--- src/rtl/pc_pkg.sv ---
// Shared definitions for the program-counter control slice.
//   - default PC width and reset value
//   - branch condition encoding (values 5..7 are reserved and never taken)
package pc_pkg;

    localparam int unsigned PC_WIDTH_DEFAULT = 32;
    localparam int unsigned PC_RESET_DEFAULT = 0;

    typedef enum logic [2:0] {
        COND_EQ = 3'd0,
        COND_NE = 3'd1,
        COND_LT = 3'd2,
        COND_GE = 3'd3,
        COND_AL = 3'd4
    } cond_e;

endpackage

--- src/rtl/ras_stack.sv ---
// Return-address stack, circular storage.
//   clk, rst_n  : clock, asynchronous active-low reset (empties the stack)
//   push        : write push_data as the new top; when full, the oldest
//                 entry is overwritten and the count stays at RAS_DEPTH
//   pop         : discard the top entry (ignored when empty)
//   push_data   : address to push
//   top         : current top entry (meaningless when empty)
//   full, empty : occupancy status
module ras_stack #(
    parameter int unsigned WIDTH     = 32,
    parameter int unsigned RAS_DEPTH = 4
) (
    input  logic             clk,
    input  logic             rst_n,
    input  logic             push,
    input  logic             pop,
    input  logic [WIDTH-1:0] push_data,
    output logic [WIDTH-1:0] top,
    output logic             full,
    output logic             empty
);

    localparam int unsigned IDX_W = (RAS_DEPTH > 1) ? $clog2(RAS_DEPTH) : 1;
    localparam int unsigned CNT_W = $clog2(RAS_DEPTH + 1);

    logic [WIDTH-1:0] mem [RAS_DEPTH];
    logic [IDX_W-1:0] top_idx;
    logic [IDX_W-1:0] next_idx;
    logic [IDX_W-1:0] prev_idx;
    logic [CNT_W-1:0] count;

    // The slot after the top is either free or, when full, holds the oldest
    // entry, so a push always lands there.
    always_comb begin
        next_idx = (top_idx == IDX_W'(RAS_DEPTH - 1)) ? '0 : top_idx + 1'b1;
        prev_idx = (top_idx == '0) ? IDX_W'(RAS_DEPTH - 1) : top_idx - 1'b1;
    end

    assign full  = (count == CNT_W'(RAS_DEPTH));
    assign empty = (count == '0);
    assign top   = mem[top_idx];

    always_ff @(posedge clk or negedge rst_n) begin
        if (!rst_n) begin
            top_idx <= '0;
            count   <= '0;
        end else if (push) begin
            top_idx <= next_idx;
            if (!full) begin
                count <= count + 1'b1;
            end
        end else if (pop && !empty) begin
            top_idx <= prev_idx;
            count   <= count - 1'b1;
        end
    end

    // Storage needs no reset: an empty count hides stale contents.
    always_ff @(posedge clk) begin
        if (push) begin
            mem[next_idx] <= push_data;
        end
    end

endmodule

--- src/rtl/pc_control.sv ---
// Program-counter control with optional return-address stack.
// Build option: PC_CONTROL_RAS_EN -- when defined, call/ret use an internal
// RAS (ras_stack); otherwise ret jumps to regEnd, call acts as jump and the
// RAS flags are tied low.
//   clk, rst_n        : clock, asynchronous active-low reset
//   stall             : hold pc, RAS and flags this cycle
//   branch, cond      : conditional branch request and condition code
//   zero, neg         : ALU flags used by the condition
//   branchEnd         : branch target
//   jump, jumpEnd     : unconditional jump and its target
//   call, ret, regEnd : subroutine call / return, register return target
//   pc                : registered current PC
//   pcmais            : pc + PC_STEP (wraps)
//   pcProx            : next PC
//   taken             : next PC comes from a redirect, not pcmais
//   ras_ovf, ras_unf  : sticky RAS overflow / underflow
module pc_control
    import pc_pkg::*;
#(
    parameter int unsigned WIDTH     = PC_WIDTH_DEFAULT,
    parameter int unsigned PC_STEP   = 1,
    parameter int unsigned RESET_PC  = PC_RESET_DEFAULT,
    parameter int unsigned RAS_DEPTH = 4
) (
    input  logic             clk,
    input  logic             rst_n,
    input  logic             stall,
    input  logic             branch,
    input  logic [2:0]       cond,
    input  logic             zero,
    input  logic             neg,
    input  logic [WIDTH-1:0] branchEnd,
    input  logic             jump,
    input  logic [WIDTH-1:0] jumpEnd,
    input  logic             call,
    input  logic             ret,
    input  logic [WIDTH-1:0] regEnd,
    output logic [WIDTH-1:0] pc,
    output logic [WIDTH-1:0] pcmais,
    output logic [WIDTH-1:0] pcProx,
    output logic             taken,
    output logic             ras_ovf,
    output logic             ras_unf
);

    logic cond_true;

    always_comb begin
        cond_true = 1'b0;
        case (cond)
            COND_EQ: cond_true = zero;
            COND_NE: cond_true = !zero;
            COND_LT: cond_true = neg;
            COND_GE: cond_true = !neg;
            COND_AL: cond_true = 1'b1;
            default: cond_true = 1'b0;
        endcase
    end

    assign pcmais = pc + WIDTH'(PC_STEP);

`ifdef PC_CONTROL_RAS_EN
    logic [WIDTH-1:0] ras_top;
    logic             ras_full;
    logic             ras_empty;
    logic             ras_push;
    logic             ras_pop;
    logic             unused_reg_end;

    assign unused_reg_end = ^regEnd;

    // ret wins over call, so a simultaneous call never pushes.
    assign ras_push = call && !ret && !stall;
    assign ras_pop  = ret && !ras_empty && !stall;

    ras_stack #(
        .WIDTH     (WIDTH),
        .RAS_DEPTH (RAS_DEPTH)
    ) u_ras (
        .clk       (clk),
        .rst_n     (rst_n),
        .push      (ras_push),
        .pop       (ras_pop),
        .push_data (pcmais),
        .top       (ras_top),
        .full      (ras_full),
        .empty     (ras_empty)
    );

    always_ff @(posedge clk or negedge rst_n) begin
        if (!rst_n) begin
            ras_ovf <= 1'b0;
            ras_unf <= 1'b0;
        end else if (!stall) begin
            if (ras_push && ras_full) begin
                ras_ovf <= 1'b1;
            end
            if (ret && ras_empty) begin
                ras_unf <= 1'b1;
            end
        end
    end
`else
    assign ras_ovf = 1'b0;
    assign ras_unf = 1'b0;
`endif

    always_comb begin
        pcProx = pcmais;
        taken  = 1'b0;
        if (ret) begin
`ifdef PC_CONTROL_RAS_EN
            // Underflowing ret falls through to the sequential path.
            if (!ras_empty) begin
                pcProx = ras_top;
                taken  = 1'b1;
            end
`else
            pcProx = regEnd;
            taken  = 1'b1;
`endif
        end else if (call || jump) begin
            pcProx = jumpEnd;
            taken  = 1'b1;
        end else if (branch && cond_true) begin
            pcProx = branchEnd;
            taken  = 1'b1;
        end
    end

    always_ff @(posedge clk or negedge rst_n) begin
        if (!rst_n) begin
            pc <= WIDTH'(RESET_PC);
        end else if (!stall) begin
            pc <= pcProx;
        end
    end

endmodule
--- config.mk ---
export PLATFORM = sky130hd
export DESIGN_NAME = pc_control
export DESIGN_NICKNAME = d
export VERILOG_FILES = /design/src/rtl/pc_pkg.sv /design/src/rtl/ras_stack.sv /design/src/rtl/pc_control.sv
export SDC_FILE = /design/constraint.sdc
export NUM_CORES = 1
export LEC_CHECK = 0
export CAP_MARGIN = 40
export CORE_MARGIN = 2
export CORE_UTILIZATION = 34
export CTS_BUF_LIST = sky130_fd_sc_hd__clkbuf_8 sky130_fd_sc_hd__clkbuf_16
export DETAILED_ROUTE_END_ITERATION = 7
export MAX_ROUTING_LAYER = met4
export PLACE_DENSITY = 0.9
export SETUP_SLACK_MARGIN = 0.02
export SLEW_MARGIN = 20
export SYNTH_ARGS = -nofsm -noshare
export SYNTH_HDL_FRONTEND = slang
export SYNTH_SLANG_ARGS = --single-unit
--- constraint.sdc ---
create_clock -name clk -period 2.75 [get_ports clk]
set_input_delay 0.55 -clock clk [delete_from_list [all_inputs] [get_ports clk]]
set_output_delay 0.55 -clock clk [all_outputs]
set_load 0.03 [all_outputs]
==> results of run 1 <==
report_power, final:
part / switching (uW) / leakage (uW) / total [uW] / internal (uW)
clock: 193 / 0.0000466 / 361 / 167
sequential: 90.3 / 0.000360 / 626 / 535
combinational: 1040 / 0.00296 / 1970 / 927
total: 1330 / 0.00337 / 2960 / 1630
worst max-delay path: stages (launching register included):
cell and delay, ns:
dfrtp_2 0.38, nand3_2 0.10, or4_4 0.60, buf_8 0.17, o41ai_4 0.40, nand3_1 0.17, a221oi_2 0.35, nor2_2 0.07
buf_6 0.14
repair_timing:
action / CTS / global route
pin swaps: 53 / 58
gates resized for setup: 130 / 88
gates cloned: 4 / 0
endpoints found under the setup margin: 50 / 50
setup buffers: 30 / 38
how the worst max path moves through the flow:
stage / end / depth (start not counted) / startpoint / slack (ns)
final: pcProx[25] / 8 / pc[8]$_DFFE_PN0N_ / -0.48
after detailed placement: pcProx[13] / 9 / cond[1] / -0.70
after CTS: pcProx[27] / 8 / pc[7]$_DFFE_PN0N_ / -0.32
after global routing: pcProx[25] / 8 / pc[8]$_DFFE_PN0N_ / -0.54
after floorplan: pcProx[26] / 8 / pc[10]$_DFFE_PN0N_ / -0.22
after global placement: pcProx[24] / 9 / cond[1] / -0.52
routing by layer:
layer / up-vias / track usage (%) / share of wire, %
met1: 2594 / 35.27 / 35
met3: 103 / 7.039 / 8.0
li1: 2329 / - / -
met4: 0 / 15.59 / 5.4
met5: - / - / 0
met2: 367 / 62.30 / 52
Yosys cell counts, types with 2 or more instances:
master / instances / area share [%]
or3_1: 3 / 0.58
nor3_1: 14 / 2.2
a2111oi_0: 2 / 0.54
o41ai_1: 2 / 0.54
a21oi_1: 24 / 3.7
xnor2_1: 10 / 2.7
and2_1: 2 / 0.39
nor4_1: 7 / 1.4
a211o_1: 2 / 0.54
nor2_1: 63 / 7.3
mux2_2: 10 / 3.5
o22a_1: 3 / 0.81
a41oi_1: 4 / 1.1
a221oi_2: 2 / 0.93
inv_1: 9 / 1.0
and3_1: 5 / 0.97
or4_1: 4 / 0.93
buf_1: 3 / 0.35
a31oi_1: 10 / 1.9
a211oi_1: 2 / 0.46
nand2_1: 56 / 6.5
o31ai_1: 20 / 4.6
o21a_1: 10 / 2.3
and4_1: 2 / 0.54
a221oi_1: 3 / 0.81
o41ai_2: 2 / 1.0
nand3_1: 29 / 4.5
clkbuf_1: 24 / 2.8
or2_2: 2 / 0.39
buf_4: 2 / 0.46
nand2b_1: 5 / 0.97
o211ai_1: 3 / 0.70
nand3_2: 2 / 0.62
buf_2: 3 / 0.46
xor2_1: 10 / 2.7
o21ai_0: 14 / 2.2
nand4_1: 14 / 2.7
o31a_1: 8 / 2.2
dfrtp_1: 32 / 25
o21ai_1: 3 / 0.46
a21o_1: 2 / 0.46
layout make-up:
cell class              instances  area share [%]
repair buffers                357           44.69
multi-input cells             374           41.25
flip-flops and latches         32           10.53
well taps                     129           2.071
clock buffers                   5          0.8831
inverters                      10          0.4817
clock inverters                 2         0.09634
logic make-up after synthesis:
family	after synthesis	share of synthesized area, %
mux	10	3.482
compound gates	122	26.77
fa+ha+maj	1	0.3868
simple gates	217	33.00
flops	32	24.76
buf+inv	43	5.570
other cells	1	0.1159
xor+xnor	21	5.919
metrics by stage:
stage	std cells	instance area [um^2]	hold WS [ns]
after floorplan	448	3674	0.2544
after global placement	831	6377	0.5753
after detailed placement	831	6377	0.5906
after CTS	871	7148	0.3617
after global routing	909	7792	0.06080
final	909	7792	0.06369
==> summary.txt, run 1 <==
Run status
  – Status: complete, but fails checks
  – Violated checks: setup timing

Placed design
  – Dpl hpwl: ~12000 um
  – Routability cong.: between 0.9 and 1
  – Port buffer count: 204
  – Place WS: -0.6951 ns

Floorplan
  – Chip width: 101.5 um
  – Cell row count: 35
  – Die Height: about 100 um
  – Core ar.: 9240 um^2
  – Top-Level Pins: around 210
  – Initial Util: between 30% and 40%
  – Die area: roughly 10000 um^2

STA
  – RSZ-0062 raised after global routing: yes
  – Setup Skew: ~0.014 ns
  – Setup TNS: -7.011 ns
  – Least-Margin Pin Slew: 0.7578 ns
  – Fin worst setup slack: -0.4763 ns
  – Fin. max-slew vios: 0
  – Period Utilization, post-route: 117.3%
  – Fmax: ~310 MHz
  – Relative slew slack: roughly 49%
  – Tmin final: between 3 and 4 ns
  – Final Hold Fails: 0
  – Endpoints failing setup: 35

Synth
  – Ys Warns: 0
  – Mean area per synthesized cell: between 7 and 8 um^2
  – Mapped Area: approximately 3200 um^2
  – Gate Count Post-Synth: about 450
  – Primary FF master, synth: dfrtp_1
  – Yosys reg bits: 32
  – Number of synthesized flops with an enable pin: 0
  – FFs w/ async S/R, synth: 100.0%
  – Synth cell types: between 60 and 70
  – Sequential share of the synthesized area: 24.76%

Finish
  – # diodes: 0
  – Reg with most FFs: pc
  – Most common cell after layout, fill and taps aside: clkdlybuf4s50_1
  – Max reg flops: 32
  – Area Overhead vs Synth: 140.9%
  – Fillcell total: approximately 480
  – Commonest non-fill, non-tap cells in the layout: 135 x clkdlybuf4s50_1, 129 x buf_4, 63 x buf_6
  – Final net count: 889
  – Layout cell share with drive strength beyond 1: ~47%
  – Post-Route Utilization: between 80% and 90%
  – Biggest regs: pc x32
  – Multi-input gate area: around 3200 um^2
  – Storage cell area: around 800 um^2

Global route
  – Largest net degree at the start of global routing: 39
  – GRT Overall Usage: 34.31%
  – Gr ovfl total: 0
  – First-pass GRT wire length: ~27000 um
  – Number of antenna violations at the first check in global routing: 0
  – Vias in the first global route: 5379

Critical path
  – Critical Path RT: between 2 and 2.5 ns
  – WS Path Type: flip-flop to primary output
  – Crit path DAT: 2.68 ns
  – FF-to-FF setup slack: -0.29 ns
  – Reg-to-reg critical path endpoint: pc[21]$_DFFE_PN0N_
  – Crit Path Max Fanout: 5
  – Crit path launch type: flip-flop
  – Worst setup EP type: primary output
  – Worst r2r src: pc[8]$_DFFE_PN0N_
  – Worst r2r path cells: 16

Drt
  – Drt initial violations: 274
  – Final wirelength: slightly below 20000 um
  – Avg WL per Cell: 21.56 um
  – Pre-antenna DRT Iters: 6
  – Vias per Instance: between 5 and 6
  – Antenna-violating nets left: 0
  – # DRC: 0
  – Vias post-DR: roughly 5400

Run
  – Max_cap viols: 0

Clock network
  – H-Tree Depth: 2
  – Max Root-Sink Buffers: 2
  – Sink Count: 32
  – Clk pin slew, worst setup/hold paths: approximately 0.080 ns
  – Hold Buf Count CTS: 0
  – Root Driver: clkbuf_8
  – Total CTS buffers: 5
  – CTS tree: built
  – Skew-Pair Late Insertion Delay: 0.29 ns

Pwr
  – Max VDD drop: between 200 and 300 uV
  – Pwr Density: between 300 and 400 nW/um^2
  – Power, Total: just under 3000 uW
  – Leakage: ~0.0034 uW

Worst hold path
  – Worst hold path type: input port to async pin
Power figures use the tool's default switching activity.
==> run 2, diff against run 1 <==
--- a/constraint.sdc
+++ b/constraint.sdc
@@ -3,2 +3,2 @@
 set_output_delay 0.55 -clock clk [all_outputs]
-set_load 0.03 [all_outputs]
+set_load 0.02 [all_outputs]
==> run 2 against run 1 <==
Net effect:
- the flow still finishes with violations (setup timing)
- sequential power shrank 3%
- highest routed layer unchanged
- sequential cell count unchanged
- first-iteration DRC count is 56% higher
- clock power is essentially flat
- worst hold slack worse by 0.016 ns
- final area is 0.51% higher
==> summary.txt, run 2 (synthesized netlist as in run 1, its figures left out) <==
Run status
  – Status: complete, but fails checks
  – Violated checks: setup timing

Pwr
  – Leakage: 0.003464 uW (+2.9%)
  – Max VDD drop: 283.1 uV (+4.8%)
  – Pwr Density: 362.3 nW/um^2 (-4.5%)

STA
  – Hold_ws: 0.04778 ns (-0.01592 ns)
  – Fin. max-slew vios: 0 (unchanged)
  – Fmax: 310.7 MHz (+0.24%)
  – Tmin final: 3.218 ns (-0.007793 ns)
  – Final Hold Fails: 0 (unchanged)
  – RSZ-0062 raised after global routing: yes
  – Endpoints failing setup: 40 (+14%)
  – Setup Skew: 0.01235 ns (-0.001393 ns)
  – Fin worst setup slack: -0.4685 ns (+0.007793 ns)
  – Period Utilization, post-route: 117.0% (-0.28 points)
  – Setup TNS: -7.476 ns (-0.4648 ns)

Global route
  – Largest net degree at the start of global routing: 33 (-15%)
  – Number of antenna violations at the first check in global routing: 1 (+1)
  – Gr ovfl total: 0 (unchanged)
  – GRT Overall Usage: 37.98% (+3.7 points)
  – Vias in the first global route: 5840 (+8.6%)
  – First-pass GRT wire length: 29540 um (+10%)

Finish
  – Final instance area: 7833 um^2 (+0.51%)
  – Biggest regs: pc x32
  – Final net count: 925 (+4.0%)
  – Commonest non-fill, non-tap cells in the layout: 178 x buf_4, 135 x clkdlybuf4s50_1, 50 x nand2_1
  – Layout cell share with drive strength beyond 1: 47.43% (about the same)
  – Max reg flops: 32 (unchanged)
  – Most common cell after layout, fill and taps aside: buf_4
  – Area Overhead vs Synth: 142.2%
  – Fillcell total: 473 (-2.1%)
  – Reg with most FFs: pc

Clock network
  – Clk pin slew, worst setup/hold paths: 0.08 ns (about the same)
  – Root Driver: clkbuf_8
  – Sink Count: 32 (unchanged)
  – Skew-Pair Late Insertion Delay: 0.30 ns (about the same)
  – Max Root-Sink Buffers: 2 (unchanged)
  – Total CTS buffers: 5 (unchanged)
  – H-Tree Depth: 2 (unchanged)
  – Hold Buf Count CTS: 0 (unchanged)
  – CTS tree: built

Drt
  – Vias per Instance: 6.143 (+3.5%)
  – Final wirelength: 21950 um (+12%)
  – # DRC: 0 (unchanged)
  – Drt initial violations: 427 (+56%)
  – Vias post-DR: 5811 (+7.8%)
  – Antenna-violating nets left: 0 (unchanged)
  – Avg WL per Cell: 23.20 um (+7.6%)
  – Pre-antenna DRT Iters: 8 (+2)

Floorplan
  – Die area: 10310 um^2 (unchanged)
  – Core ar.: 9240 um^2 (unchanged)
  – Cell row count: 35 (unchanged)
  – Top-Level Pins: 207 (unchanged)
  – Chip width: 101.5 um (unchanged)
  – Die Height: 101.5 um (unchanged)
  – Initial Util: 35.00% (unchanged)

Critical path
  – Worst setup EP type: primary output
  – WS Path Type: flip-flop to primary output
  – Critical Path RT: 2.20 ns (about the same)
  – Crit path launch type: flip-flop
  – Crit path DAT: 2.67 ns (about the same)
  – Crit Path Max Fanout: 6 (+1)

Placed design
  – Routability cong.: 1.096 (+15%)
  – Post-DP Area: 6614 um^2 (+3.7%)
  – Port buffer count: 204 (unchanged)
  – Dpl hpwl: 13420 um (+8.6%)

Worst hold path
  – Worst hold path type: input port to async pin

Run
  – Max_cap viols: 0 (unchanged)
run 2: changes by cell type in the layout (fill, tap and decap cells not counted), moves of 5 or more:
cell	delta
nor2_2	-5
dlygate4sd2_1	+7
nor2_1	+5
buf_6	-31
buf_4	+49
buf_2	+9
xor2_2	+5
xnor2_1	+5
xnor2_2	-5
run 2: worst paths after layout:
kind,start,to,slack [ns],depth (start not counted)
min reg2reg,pc[30]$_DFFE_PN0N_,pc[30]$_DFFE_PN0N_,0.63,1
max in group asynchronous,rst_n,pc[8]$_DFFE_PN0N_,2.27,2
min in group clk,stall,pc[17]$_DFFE_PN0N_,0.62,3
max,pc[5]$_DFFE_PN0N_,pcProx[25],-0.47,8
min,rst_n,pc[27]$_DFFE_PN0N_,0.05,1
max reg2reg,pc[1]$_DFFE_PN0N_,pc[27]$_DFFE_PN0N_,-0.04,11
run 2: stage by stage:
step                      setup slack, ns  cells  power (uW)  utilization (%)
after floorplan                   -0.1321    448        1244                -
after global placement            -0.8616    890        2116            71.58
after detailed placement           -1.022    890        2159            71.58
after CTS                         -0.3470    922        2604            78.90
after global routing              -0.4635    946        2922            84.77
final                             -0.4685    946        2838            84.77
run 2: cell type report:
| type | count | area [um^2] | share of cell area [%] |
|---|---|---|---|
| Antenna cell | 1 | 2.502 | 0.03195 |
| Clock buffer | 5 | 68.82 | 0.8786 |
| Clock inverter | 2 | 7.507 | 0.09585 |
| Inverter | 10 | 37.54 | 0.4792 |
| Multi-Input combinational cell | 374 | 3083 | 39.36 |
| Sequential cell | 32 | 817.0 | 10.43 |
| Tap cell | 129 | 161.4 | 2.061 |
| Timing Repair Buffer | 393 | 3655 | 46.66 |
run 2: power by group:
group / internal, uW / switching (uW)
clock: 167 / 197
combinational: 917 / 947
sequential: 534 / 75.1
total: 1620 / 1220
run 2: critical path, cell delays in order (launching register included):
cell,delay (ns)
dfrtp_2,0.37
nand3_2,0.10
or4_4,0.60
buf_12,0.18
o41ai_4,0.41
nand3_2,0.19
a221oi_4,0.32
nor2_2,0.07
buf_6,0.13
run 2: repair_timing:
item                                    4_1_cts  5_1_grt
buffers inserted                             22       22
pin swaps                                    42       48
gates resized for setup                     329       96
gates cloned                                  5        1
endpoints found under the setup margin       60       56
run 2: metal layers:
layer / up-vias / share of wire (%) / global-route usage, %
met5: - / 0 / -
met4: 0 / 8.1 / 22.35
met3: 178 / 9.7 / 7.798
met2: 487 / 49 / 65.38
met1: 2760 / 34 / 39.94
li1: 2386 / - / -
